### config.mk
export PLATFORM = sky130hd
export DESIGN_NAME = load_store_unit_flat
export DESIGN_NICKNAME = d
export VERILOG_FILES = /design/src/rtl/load_store_unit_if.sv /design/src/rtl/load_store_unit.sv /design/src/flat_wrapper.sv
export SDC_FILE = /design/constraint.sdc
export NUM_CORES = 1
export LEC_CHECK = 0
export ABC_AREA = 1
export CAP_MARGIN = 20
export CORE_ASPECT_RATIO = 0.7
export CORE_MARGIN = 10
export CORE_UTILIZATION = 30
export CTS_CLUSTER_DIAMETER = 100
export DETAILED_ROUTE_END_ITERATION = 12
export GPL_ROUTABILITY_DRIVEN = 0
export MAX_ROUTING_LAYER = met4
export PLACE_DENSITY_LB_ADDON = 0.25
export SYNTH_ARGS = -nofsm -noshare
export SYNTH_HDL_FRONTEND = slang
export SYNTH_SLANG_ARGS = --single-unit
### constraint.sdc
create_clock -name clock -period 4.6 [get_ports clock]
set_input_delay 0.92 -clock clock [delete_from_list [all_inputs] [get_ports clock]]
set_output_delay 0.92 -clock clock [all_outputs]
set_load 0.005 [all_outputs]
### src/rtl/load_store_unit_if.sv
// Shared ISA types and the core/memory port bundle of the load/store unit.
// The unit side takes the slave modport; the core plus memory side takes master.
package isa_types;
  localparam int XLEN = 32;

  typedef enum logic [1:0] {
    write_byte,
    write_halfword,
    write_word
  } write_width_t;
endpackage

interface load_store_unit_if;
  import isa_types::*;

  logic            req_valid;
  logic            req_ready;
  logic            req_store;
  logic [2:0]      req_funct3;
  logic [XLEN-1:0] req_addr;
  logic [XLEN-1:0] req_wdata;
  logic            resp_valid;
  logic            resp_ready;
  logic [XLEN-1:0] resp_rdata;
  logic [1:0]      resp_fault;
  logic [XLEN-1:0] mem_addr;
  write_width_t    mem_wwidth;
  logic            mem_wenable;
  logic [XLEN-1:0] mem_wdata;
  logic [XLEN-1:0] mem_rdata;

  modport slave (
    input  req_valid, req_store, req_funct3,
    input  req_addr, req_wdata, resp_ready,
    input  mem_rdata,
    output req_ready, resp_valid,
    output resp_rdata, resp_fault,
    output mem_addr, mem_wwidth,
    output mem_wenable, mem_wdata
  );

  modport master (
    output req_valid, req_store, req_funct3,
    output req_addr, req_wdata, resp_ready,
    output mem_rdata,
    input  req_ready, resp_valid,
    input  resp_rdata, resp_fault,
    input  mem_addr, mem_wwidth,
    input  mem_wenable, mem_wdata
  );
endinterface

### src/rtl/load_store_unit.sv
// Load/store unit: checks one request at a time, drives the data
// memory port and returns extended load data or a fault code.
module load_store_unit
  import isa_types::*;
#(
  parameter int MEM_BYTES = 1024
) (
  input logic              clock,
  input logic              reset_n,
  load_store_unit_if.slave bus
);

  typedef enum logic [1:0] {
    IDLE,
    ACCESS,
    LOAD_CAPTURE,
    RESP
  } state_t;

  state_t          state_q;
  state_t          state_d;
  logic            store_q;
  logic [2:0]      funct3_q;
  logic [XLEN-1:0] rdata_q;
  logic [1:0]      fault_q;
  logic [XLEN-1:0] addr_q;
  logic [XLEN-1:0] wdata_q;
  write_width_t    wwidth_q;

  logic            accept;
  logic            illegal_c;
  logic            misalign_c;
  logic            range_c;
  logic [1:0]      fault_c;
  logic [XLEN:0]   size_m1_c;
  logic [XLEN:0]   last_c;
  write_width_t    wwidth_c;
  logic [XLEN-1:0] ext_c;

  logic [2:0]      f3;
  logic [XLEN-1:0] a;

  assign f3 = bus.req_funct3;
  assign a  = bus.req_addr;

  assign accept = (state_q == IDLE) && bus.req_valid;

  assign illegal_c = (f3[1:0] == 2'b11)
                   || (f3[2] && (f3[1] || bus.req_store));

  assign misalign_c = ((f3[1:0] == 2'b01) && a[0])
                    || ((f3[1:0] == 2'b10) && (a[1:0] != 2'b00));

  assign size_m1_c = (f3[1:0] == 2'b00) ? (XLEN+1)'(0) :
                     (f3[1:0] == 2'b01) ? (XLEN+1)'(1) :
                                          (XLEN+1)'(3);

  // One extra bit so an access wrapping past 2^XLEN still faults.
  assign last_c  = {1'b0, a} + size_m1_c;
  assign range_c = last_c >= (XLEN+1)'(MEM_BYTES);

  always_comb begin
    fault_c = 2'b00;
    if (illegal_c)       fault_c = 2'b11;
    else if (misalign_c) fault_c = 2'b01;
    else if (range_c)    fault_c = 2'b10;
  end

  always_comb begin
    wwidth_c = write_word;
    unique case (f3[1:0])
      2'b00:   wwidth_c = write_byte;
      2'b01:   wwidth_c = write_halfword;
      default: wwidth_c = write_word;
    endcase
  end

  always_comb begin
    ext_c = bus.mem_rdata;
    unique case (funct3_q)
      3'b000:  ext_c = {{(XLEN-8){bus.mem_rdata[7]}},
                        bus.mem_rdata[7:0]};
      3'b100:  ext_c = {{(XLEN-8){1'b0}},
                        bus.mem_rdata[7:0]};
      3'b001:  ext_c = {{(XLEN-16){bus.mem_rdata[15]}},
                        bus.mem_rdata[15:0]};
      3'b101:  ext_c = {{(XLEN-16){1'b0}},
                        bus.mem_rdata[15:0]};
      default: ext_c = bus.mem_rdata;
    endcase
  end

  always_comb begin
    state_d = state_q;
    unique case (state_q)
      IDLE: begin
        if (bus.req_valid)
          state_d = (fault_c != 2'b00) ? RESP : ACCESS;
      end
      ACCESS:       state_d = store_q ? RESP : LOAD_CAPTURE;
      LOAD_CAPTURE: state_d = RESP;
      RESP: begin
        if (bus.resp_ready) state_d = IDLE;
      end
    endcase
  end

  always_ff @(posedge clock) begin
    if (!reset_n) begin
      state_q  <= IDLE;
      store_q  <= 1'b0;
      funct3_q <= 3'b000;
      rdata_q  <= '0;
      fault_q  <= 2'b00;
      addr_q   <= '0;
      wdata_q  <= '0;
      wwidth_q <= write_word;
    end else begin
      state_q <= state_d;
      if (accept) begin
        store_q  <= bus.req_store;
        funct3_q <= f3;
        fault_q  <= fault_c;
        rdata_q  <= '0;
        // Faulting requests never reach memory, so the port keeps its values.
        if (fault_c == 2'b00) begin
          addr_q   <= a;
          wdata_q  <= bus.req_wdata;
          wwidth_q <= wwidth_c;
        end
      end
      if (state_q == LOAD_CAPTURE) rdata_q <= ext_c;
    end
  end

  assign bus.req_ready   = (state_q == IDLE);
  assign bus.resp_valid  = (state_q == RESP);
  assign bus.resp_rdata  = rdata_q;
  assign bus.resp_fault  = fault_q;
  assign bus.mem_addr    = addr_q;
  assign bus.mem_wdata   = wdata_q;
  assign bus.mem_wwidth  = wwidth_q;
  assign bus.mem_wenable = (state_q == ACCESS) && store_q && reset_n;

endmodule

### src/flat_wrapper.sv
// flat-port wrapper written by rule: the top's interface ports become plain ports
module load_store_unit_flat import isa_types::*;
#(
  parameter int MEM_BYTES = 1024
)
  (clock, reset_n, bus_req_valid, bus_req_store, bus_req_funct3, bus_req_addr, bus_req_wdata, bus_resp_ready, bus_mem_rdata, bus_req_ready, bus_resp_valid, bus_resp_rdata, bus_resp_fault, bus_mem_addr, bus_mem_wwidth, bus_mem_wenable, bus_mem_wdata);
  load_store_unit_if bus_i ();
  input logic clock;
  input logic reset_n;
  input wire logic [$bits(bus_i.req_valid)-1:0] bus_req_valid;
  input wire logic [$bits(bus_i.req_store)-1:0] bus_req_store;
  input wire logic [$bits(bus_i.req_funct3)-1:0] bus_req_funct3;
  input wire logic [$bits(bus_i.req_addr)-1:0] bus_req_addr;
  input wire logic [$bits(bus_i.req_wdata)-1:0] bus_req_wdata;
  input wire logic [$bits(bus_i.resp_ready)-1:0] bus_resp_ready;
  input wire logic [$bits(bus_i.mem_rdata)-1:0] bus_mem_rdata;
  output wire logic [$bits(bus_i.req_ready)-1:0] bus_req_ready;
  output wire logic [$bits(bus_i.resp_valid)-1:0] bus_resp_valid;
  output wire logic [$bits(bus_i.resp_rdata)-1:0] bus_resp_rdata;
  output wire logic [$bits(bus_i.resp_fault)-1:0] bus_resp_fault;
  output wire logic [$bits(bus_i.mem_addr)-1:0] bus_mem_addr;
  output wire logic [$bits(bus_i.mem_wwidth)-1:0] bus_mem_wwidth;
  output wire logic [$bits(bus_i.mem_wenable)-1:0] bus_mem_wenable;
  output wire logic [$bits(bus_i.mem_wdata)-1:0] bus_mem_wdata;
  assign bus_i.req_valid = bus_req_valid;
  assign bus_i.req_store = bus_req_store;
  assign bus_i.req_funct3 = bus_req_funct3;
  assign bus_i.req_addr = bus_req_addr;
  assign bus_i.req_wdata = bus_req_wdata;
  assign bus_i.resp_ready = bus_resp_ready;
  assign bus_i.mem_rdata = bus_mem_rdata;
  assign bus_req_ready = bus_i.req_ready;
  assign bus_resp_valid = bus_i.resp_valid;
  assign bus_resp_rdata = bus_i.resp_rdata;
  assign bus_resp_fault = bus_i.resp_fault;
  assign bus_mem_addr = bus_i.mem_addr;
  assign bus_mem_wwidth = bus_i.mem_wwidth;
  assign bus_mem_wenable = bus_i.mem_wenable;
  assign bus_mem_wdata = bus_i.mem_wdata;
  load_store_unit #(.MEM_BYTES(MEM_BYTES)) u_core (.clock(clock), .reset_n(reset_n), .bus(bus_i));
endmodule
==> impl_metrics.json, run 1 <==
{
  "holdWs_ns": 0.4416,
  "cts_root_buf": "clkbuf_16",
  "wl_per_cell_um": 15.17,
  "grt_pass1_vias": 5138,
  "drive_above_1_share": 0.06974,
  "rsz0062_at_grt": "false",
  "die_h_um": 131.1,
  "die_x_um": 178.7,
  "switching_share": 0.3296,
  "final_common_cell": "nand2_1",
  "multi_input_area_um2": 2815,
  "numCtsBuffers": 9,
  "switchingPower_mw": 0.8582,
  "mostFrequentLayoutCells": "251 x nand2_1, 205 x clkdlybuf4s50_1, 149 x nor2_1, 106 x dfxtp_1, 46 x nand3b_1",
  "grt_pass1_wl_um": 28120,
  "status": "complete, no violations",
  "clock_path_buffers": 2,
  "clk_latency_ns": 0.35,
  "synth-seq-cells": 106,
  "ir_worst_vdd_uv": 182.8,
  "synth_cells": 782,
  "port_buffers": 206,
  "fin_crit_sh": 0.8251,
  "gr-total-overflow": 0,
  "final_antenna_net_count": 0,
  "syn_area_um2": 5286,
  "num_vias": 5415,
  "nets": 1081,
  "setup_violations": 0,
  "first_iter_violations": 436,
  "hold_violations": 0,
  "grt_max_degree": 58,
  "clock_skew_ns": 0.01230,
  "critPathMaxFanout": 29,
  "synth_top_area_share": 0.4014,
  "crit_required_ns": 4.90,
  "cp-start-kind": "input pin",
  "dpl.hpwl_um": 13800,
  "fmax_mhz": 263.5,
  "firstDrtPassIters": 4,
  "antenna_found_initial": 1,
  "io_pins": 207,
  "clk_pin_slew_worst_paths_ns": 0.08,
  "syn_area_per_cell_um2": 6.760,
  "yosysWarnings": 0,
  "viasPerCell": 4.486,
  "pwr-share-comb": 0.296,
  "hold_buffers": 0,
  "drc": 0,
  "fp-row-count": 40,
  "ys_seq_area_frac": 0.4014,
  "synth_area_leader_cell": "dfxtp_1",
  "synthTopCellsByArea": "dfxtp_1 40%, nand2_1 18%, nor2_1 11%, nand3b_1 6.5%, a21oi_1 3.5%",
  "ys_types": 34,
  "track_usage": 0.1546,
  "clock-sinks": 106,
  "coreArea_um2": 17220,
  "path_class": "input pin to register",
  "nFillCells": 1765,
  "drt_wl_total_um": 18310,
  "synth_fp_nets": 893,
  "maxCapViolations": 0,
  "finalSetupTns_ns": 0,
  "start_util": 0.3070,
  "worst_slew_pin_slew_ns": 0.7362,
  "drv_slew": 0,
  "relSlewSlack": 0.5092,
  "hold_class": "register to register",
  "area_growth_pct": 48.05,
  "p_leak_nw": 3.004,
  "p_int_mw": 1.745,
  "seqPwrFrac": 0.408,
  "post_cts_resized": 0,
  "cts_tree": "built",
  "dieArea_um2": 23420,
  "powerDensity_nw_per_um2": 332.7,
  "endpoint_kind": "register",
  "period_minus_slack_ns": 3.795,
  "htree_levels": 3,
  "post_cts_buffers": 0,
  "arrival_ns": 4.09,
  "clkPwrFrac": 0.296,
  "register_area_um2": 2122
}
==> path summary, 6_finish.rpt <==
kind              cells after the start                     from  slack [ns]                        end
setup / recovery                     19        bus_req_funct3[1]        0.80    u_core.bus.mem_wdata[6]
hold reg to reg                       2  u_core.bus.mem_addr[20]        0.44    u_core.bus.mem_addr[20]
hold / removal                        2  u_core.bus.mem_addr[20]        0.44    u_core.bus.mem_addr[20]
setup reg to reg                      9        u_core.state_q[0]        2.11  u_core.bus.resp_rdata[31]
==> synthesized netlist by cell type <==
master and number:
inv_2 1, nor2_4 7, nand3_2 2, a21oi_2 1
nand4_1 2, nand2_2 1, clkbuf_1 22, ha_1 6
o21ai_0 32, xor2_1 4, nor3_2 1, a31oi_1 1
nand3_1 22, o22ai_1 1, nor3_1 1, fa_1 1
a211oi_1 1, nand2_1 251, buf_4 1, o21bai_1 1
nand3b_1 46, or2_2 1, nor2_1 150, inv_1 39
buf_2 1, buf_1 6, clkinv_2 1, dfxtp_1 106
nand4_4 1, buf_6 7, and3_1 1, nor2_2 25
xnor2_1 2, a21oi_1 37
==> state kept, by name (all words and copies together) (netlist names) <==
| register | cells |
|---|---|
| u_core.bus.mem_addr | 32 |
| u_core.bus.mem_wdata | 32 |
| u_core.bus.resp_rdata | 32 |
| u_core.funct3_q | 3 |
| u_core.bus.mem_wwidth | 2 |
| u_core.bus.resp_fault | 2 |
| u_core.state_q | 2 |
| u_core.store_q | 1 |
==> area by class of cell <==
cell class                      instances  area share
Clock inverter                          6    0.007834
Sequential cell                       106      0.2711
Multi-Input combinational cell        598      0.3597
Timing Repair Buffer                  214      0.2737
Tap cell                              231     0.03693
Antenna cell                            1   0.0003197
Inverter                               41     0.01982
Clock buffer                           10     0.03054
==> routing by layer <==
metal  up-vias  part of all wire  routed length [um]  GRT usage
met2       164              0.42                7746     0.2193
met5         -                 0                   0          -
met4         0            0.0049                  89    0.02181
li1       2831                 -                   -          -
met3        10             0.084                1532    0.05094
met1      2410              0.49                8941     0.2128
==> metrics by stage <==
| stage | cell area [um2] | cells | setup slack, ns | power, mW | utilization |
|---|---|---|---|---|---|
| after floorplan | 5286 | 782 | 1.464 | 1.470 | - |
| after global placement | 7523 | 1190 | 0.4799 | 1.864 | 0.4370 |
| after detailed placement | 7523 | 1190 | 0.3826 | 1.864 | 0.4370 |
| after CTS | 7824 | 1206 | 0.7510 | 2.645 | 0.4544 |
| after global routing | 7826 | 1207 | 0.4411 | 2.776 | 0.4546 |
| final | 7826 | 1207 | 0.8047 | 2.604 | 0.4546 |
==> cell families after synthesis <==
logic type,count (synthesis),share of synthesized area
xor gates and xnor gates,6,0.009941
AOI/OAI and AO/OA,74,0.07219
and+or+nand+nor,511,0.4320
DFF,106,0.4014
adders and majority gates,7,0.01799
buffers and inverters,78,0.06651
==> critical path: stages <==
cell and delay [ns]:
clkdlybuf4s50_1 0.64, or2_2 0.18, ha_1 0.16, inv_1 0.05, fa_1 0.38, nor2_1 0.14
nand2_2 0.13, nor3_2 0.21, nand2_1 0.07, nand2_1 0.06, nand2_1 0.04, nor2_1 0.10
nand2_1 0.11, nor2_4 0.15, nand4_4 0.09, clkinv_2 0.23, buf_12 0.24, nor2_1 0.06
nor2_1 0.09
==> power by group through the flow <==
stage | Sequential (mW) | Combinational (mW) | Clock [mW]
finish | 1.06 | 0.771 | 0.771
global route | 1.08 | 0.866 | 0.835
CTS | 1.06 | 0.786 | 0.798
detailed placement | 1.08 | 0.781 | 0
global placement | 1.08 | 0.783 | 0
floorplan | 1.07 | 0.396 | 0
(Power assumes the default switching activity.)
==> inputs of run 2 (changes only) <==
==> constraint.sdc (replaced) <==
create_clock -name clock -period 3.3 [get_ports clock]
set_input_delay 0.66 -clock clock [delete_from_list [all_inputs] [get_ports clock]]
set_output_delay 0.66 -clock clock [all_outputs]
set_load 0.005 [all_outputs]
==> run 2 against run 1 <==
Against the previous run: final cell count increased by 1.7%; sequential share of layout area shrank 1.1 points; setup slack lost 0.53 ns; flip-flop and latch count unchanged; highest routed layer unchanged; clock skew shrank 0.0069 ns.
==> impl_metrics.json, run 2 (synthesized netlist as in run 1, its figures left out) <==
{
  "status": "complete, no violations",
  "antenna_found_initial": 0,
  "clock-sinks": 106,
  "relSlewSlack": 0.5064,
  "hold_buffers": 0,
  "setup_violations": 0,
  "clk_pin_slew_worst_paths_ns": 0.08,
  "register_area_um2": 2122,
  "gr-total-overflow": 0,
  "cts_tree": "built",
  "drc": 0,
  "final_common_cell": "nand2_1",
  "start_util": 0.3070,
  "nFillCells": 1767,
  "arrival_ns": 3.27,
  "track_usage": 0.1580,
  "numCtsBuffers": 9,
  "critPathMaxFanout": 8,
  "num_antenna_cells": 0,
  "die_x_um": 178.7,
  "multi_input_area_um2": 2855,
  "mostFrequentLayoutCells": "249 x nand2_1, 202 x clkdlybuf4s50_1, 146 x nor2_1, 106 x dfxtp_1, 46 x nand3b_1",
  "htree_levels": 3,
  "hold_class": "register to register",
  "grt_pass1_vias": 5304,
  "firstDrtPassIters": 4,
  "drt_wl_total_um": 19040,
  "coreArea_um2": 17220,
  "holdWs_ns": 0.4380,
  "powerDensity_nw_per_um2": 448.6,
  "drv_slew": 0,
  "final_antenna_net_count": 0,
  "path_class": "input pin to register",
  "clock_path_buffers": 2,
  "fmax_mhz": 330.8,
  "first_iter_violations": 386,
  "io_pins": 207,
  "endpoint_kind": "register",
  "ir_worst_vdd_uv": 315.8,
  "crit_required_ns": 3.55,
  "fp-row-count": 40,
  "hold_violations": 0,
  "wl_per_cell_um": 15.50,
  "die_h_um": 131.1,
  "fin_crit_sh": 0.9160,
  "drive_above_1_share": 0.09729,
  "grt_pass1_wl_um": 28520,
  "nets": 1103,
  "period_minus_slack_ns": 3.023,
  "viasPerCell": 4.489,
  "area_growth_pct": 54.01,
  "port_buffers": 206,
  "p_leak_nw": 3.189,
  "rsz0062_at_grt": "false",
  "clk_latency_ns": 0.35,
  "clock_skew_ns": 0.005355,
  "num_vias": 5513,
  "cp-start-kind": "input pin",
  "dpl.hpwl_um": 14150,
  "p_total_mw": 3.652,
  "maxCapViolations": 0,
  "grt_max_degree": 58,
  "cts_root_buf": "clkbuf_16",
  "worst_slew_pin_slew_ns": 0.7404,
  "dieArea_um2": 23420
}
[run 2: changes by cell type in the layout (fill, tap and decap cells not counted), sizes merged]
cell           change
clkinv             +1
dlymetal6s2s       +3
clkdlybuf4s50      -3
buf               +19
clkinvlp           -1
inv                -1
clkbuf             +4
diode              -1
[run 2: power by group]
| group | leakage [nW] | internal, mW | switching [mW] |
|---|---|---|---|
| combinational | 2.18 | 0.495 | 0.601 |
| clock | 0.148 | 0.565 | 0.510 |
| sequential | 0.858 | 1.40 | 0.0810 |
[run 2: worst max-delay path, cell delays in order]
cell	delay [ns]
clkdlybuf4s50_1	0.48
inv_1	0.08
fa_2	0.42
nor2_4	0.11
nand2_4	0.09
nor2_2	0.15
xor2_1	0.19
nand3_1	0.17
nor2_4	0.16
nand3_2	0.11
nor2_4	0.14
buf_12	0.15
clkbuf_16	0.16
nand3b_1	0.09
nand2_1	0.08
nor2_1	0.04
[run 2: timing repair]
action                     CTS  global route
buffers inserted             0             3
setup endpoints to repair    0            67
resized for setup            0            17
[run 2: final cells by class]
type | count | share of cell area
sequential | 106 | 0.2606
clock inverter | 5 | 0.005686
multi-input combinational | 598 | 0.3507
timing repair buffer | 236 | 0.2974
inverter | 41 | 0.01906
clock buffer | 11 | 0.03104
tap | 231 | 0.03550
[run 2: stage by stage]
step | utilization | setup WS, ns | setup TNS [ns] | cell area (um2) | instances
floorplan | - | 0.4244 | 0 | 5286 | 782
global placement | 0.4450 | -0.3010 | -18.38 | 7661 | 1205
detailed placement | 0.4450 | -0.3512 | -21.81 | 7661 | 1205
CTS | 0.4624 | 0.009269 | 0 | 7960 | 1221
global route | 0.4729 | 0.01740 | 0 | 8142 | 1228
finish | 0.4729 | 0.2773 | 0 | 8142 | 1228
[run 2: layer usage]
metal  up-vias  part of all wire  global-route usage
met1      2477              0.48              0.2109
met2       161              0.42              0.2268
met4         0            0.0065             0.03102
li1       2867                 -                   -
met3         8             0.091             0.05467
met5         -                 0                   -
[run 2: worst paths after layout]
kind                                               from                         to  slack, ns  cells after the start
worst max-delay path                    bus_req_addr[1]   u_core.bus.mem_wdata[11]       0.28                     16
worst min-delay path            u_core.bus.mem_addr[28]    u_core.bus.mem_addr[28]       0.44                      2
worst max register to register        u_core.state_q[0]  u_core.bus.resp_rdata[20]       1.21                      8
worst min register to register  u_core.bus.mem_addr[28]    u_core.bus.mem_addr[28]       0.44                      2
==> inputs of run 3 (changes only) <==
--- a/config.mk
+++ b/config.mk
@@ -6,7 +6,6 @@
 export NUM_CORES = 1
 export LEC_CHECK = 0
 export ABC_AREA = 1
-export CAP_MARGIN = 20
 export CORE_ASPECT_RATIO = 0.7
 export CORE_MARGIN = 10
 export CORE_UTILIZATION = 30
==> results of run 3 <==
Same layout as run 2: the final DEF is identical, and so are final timing and power.
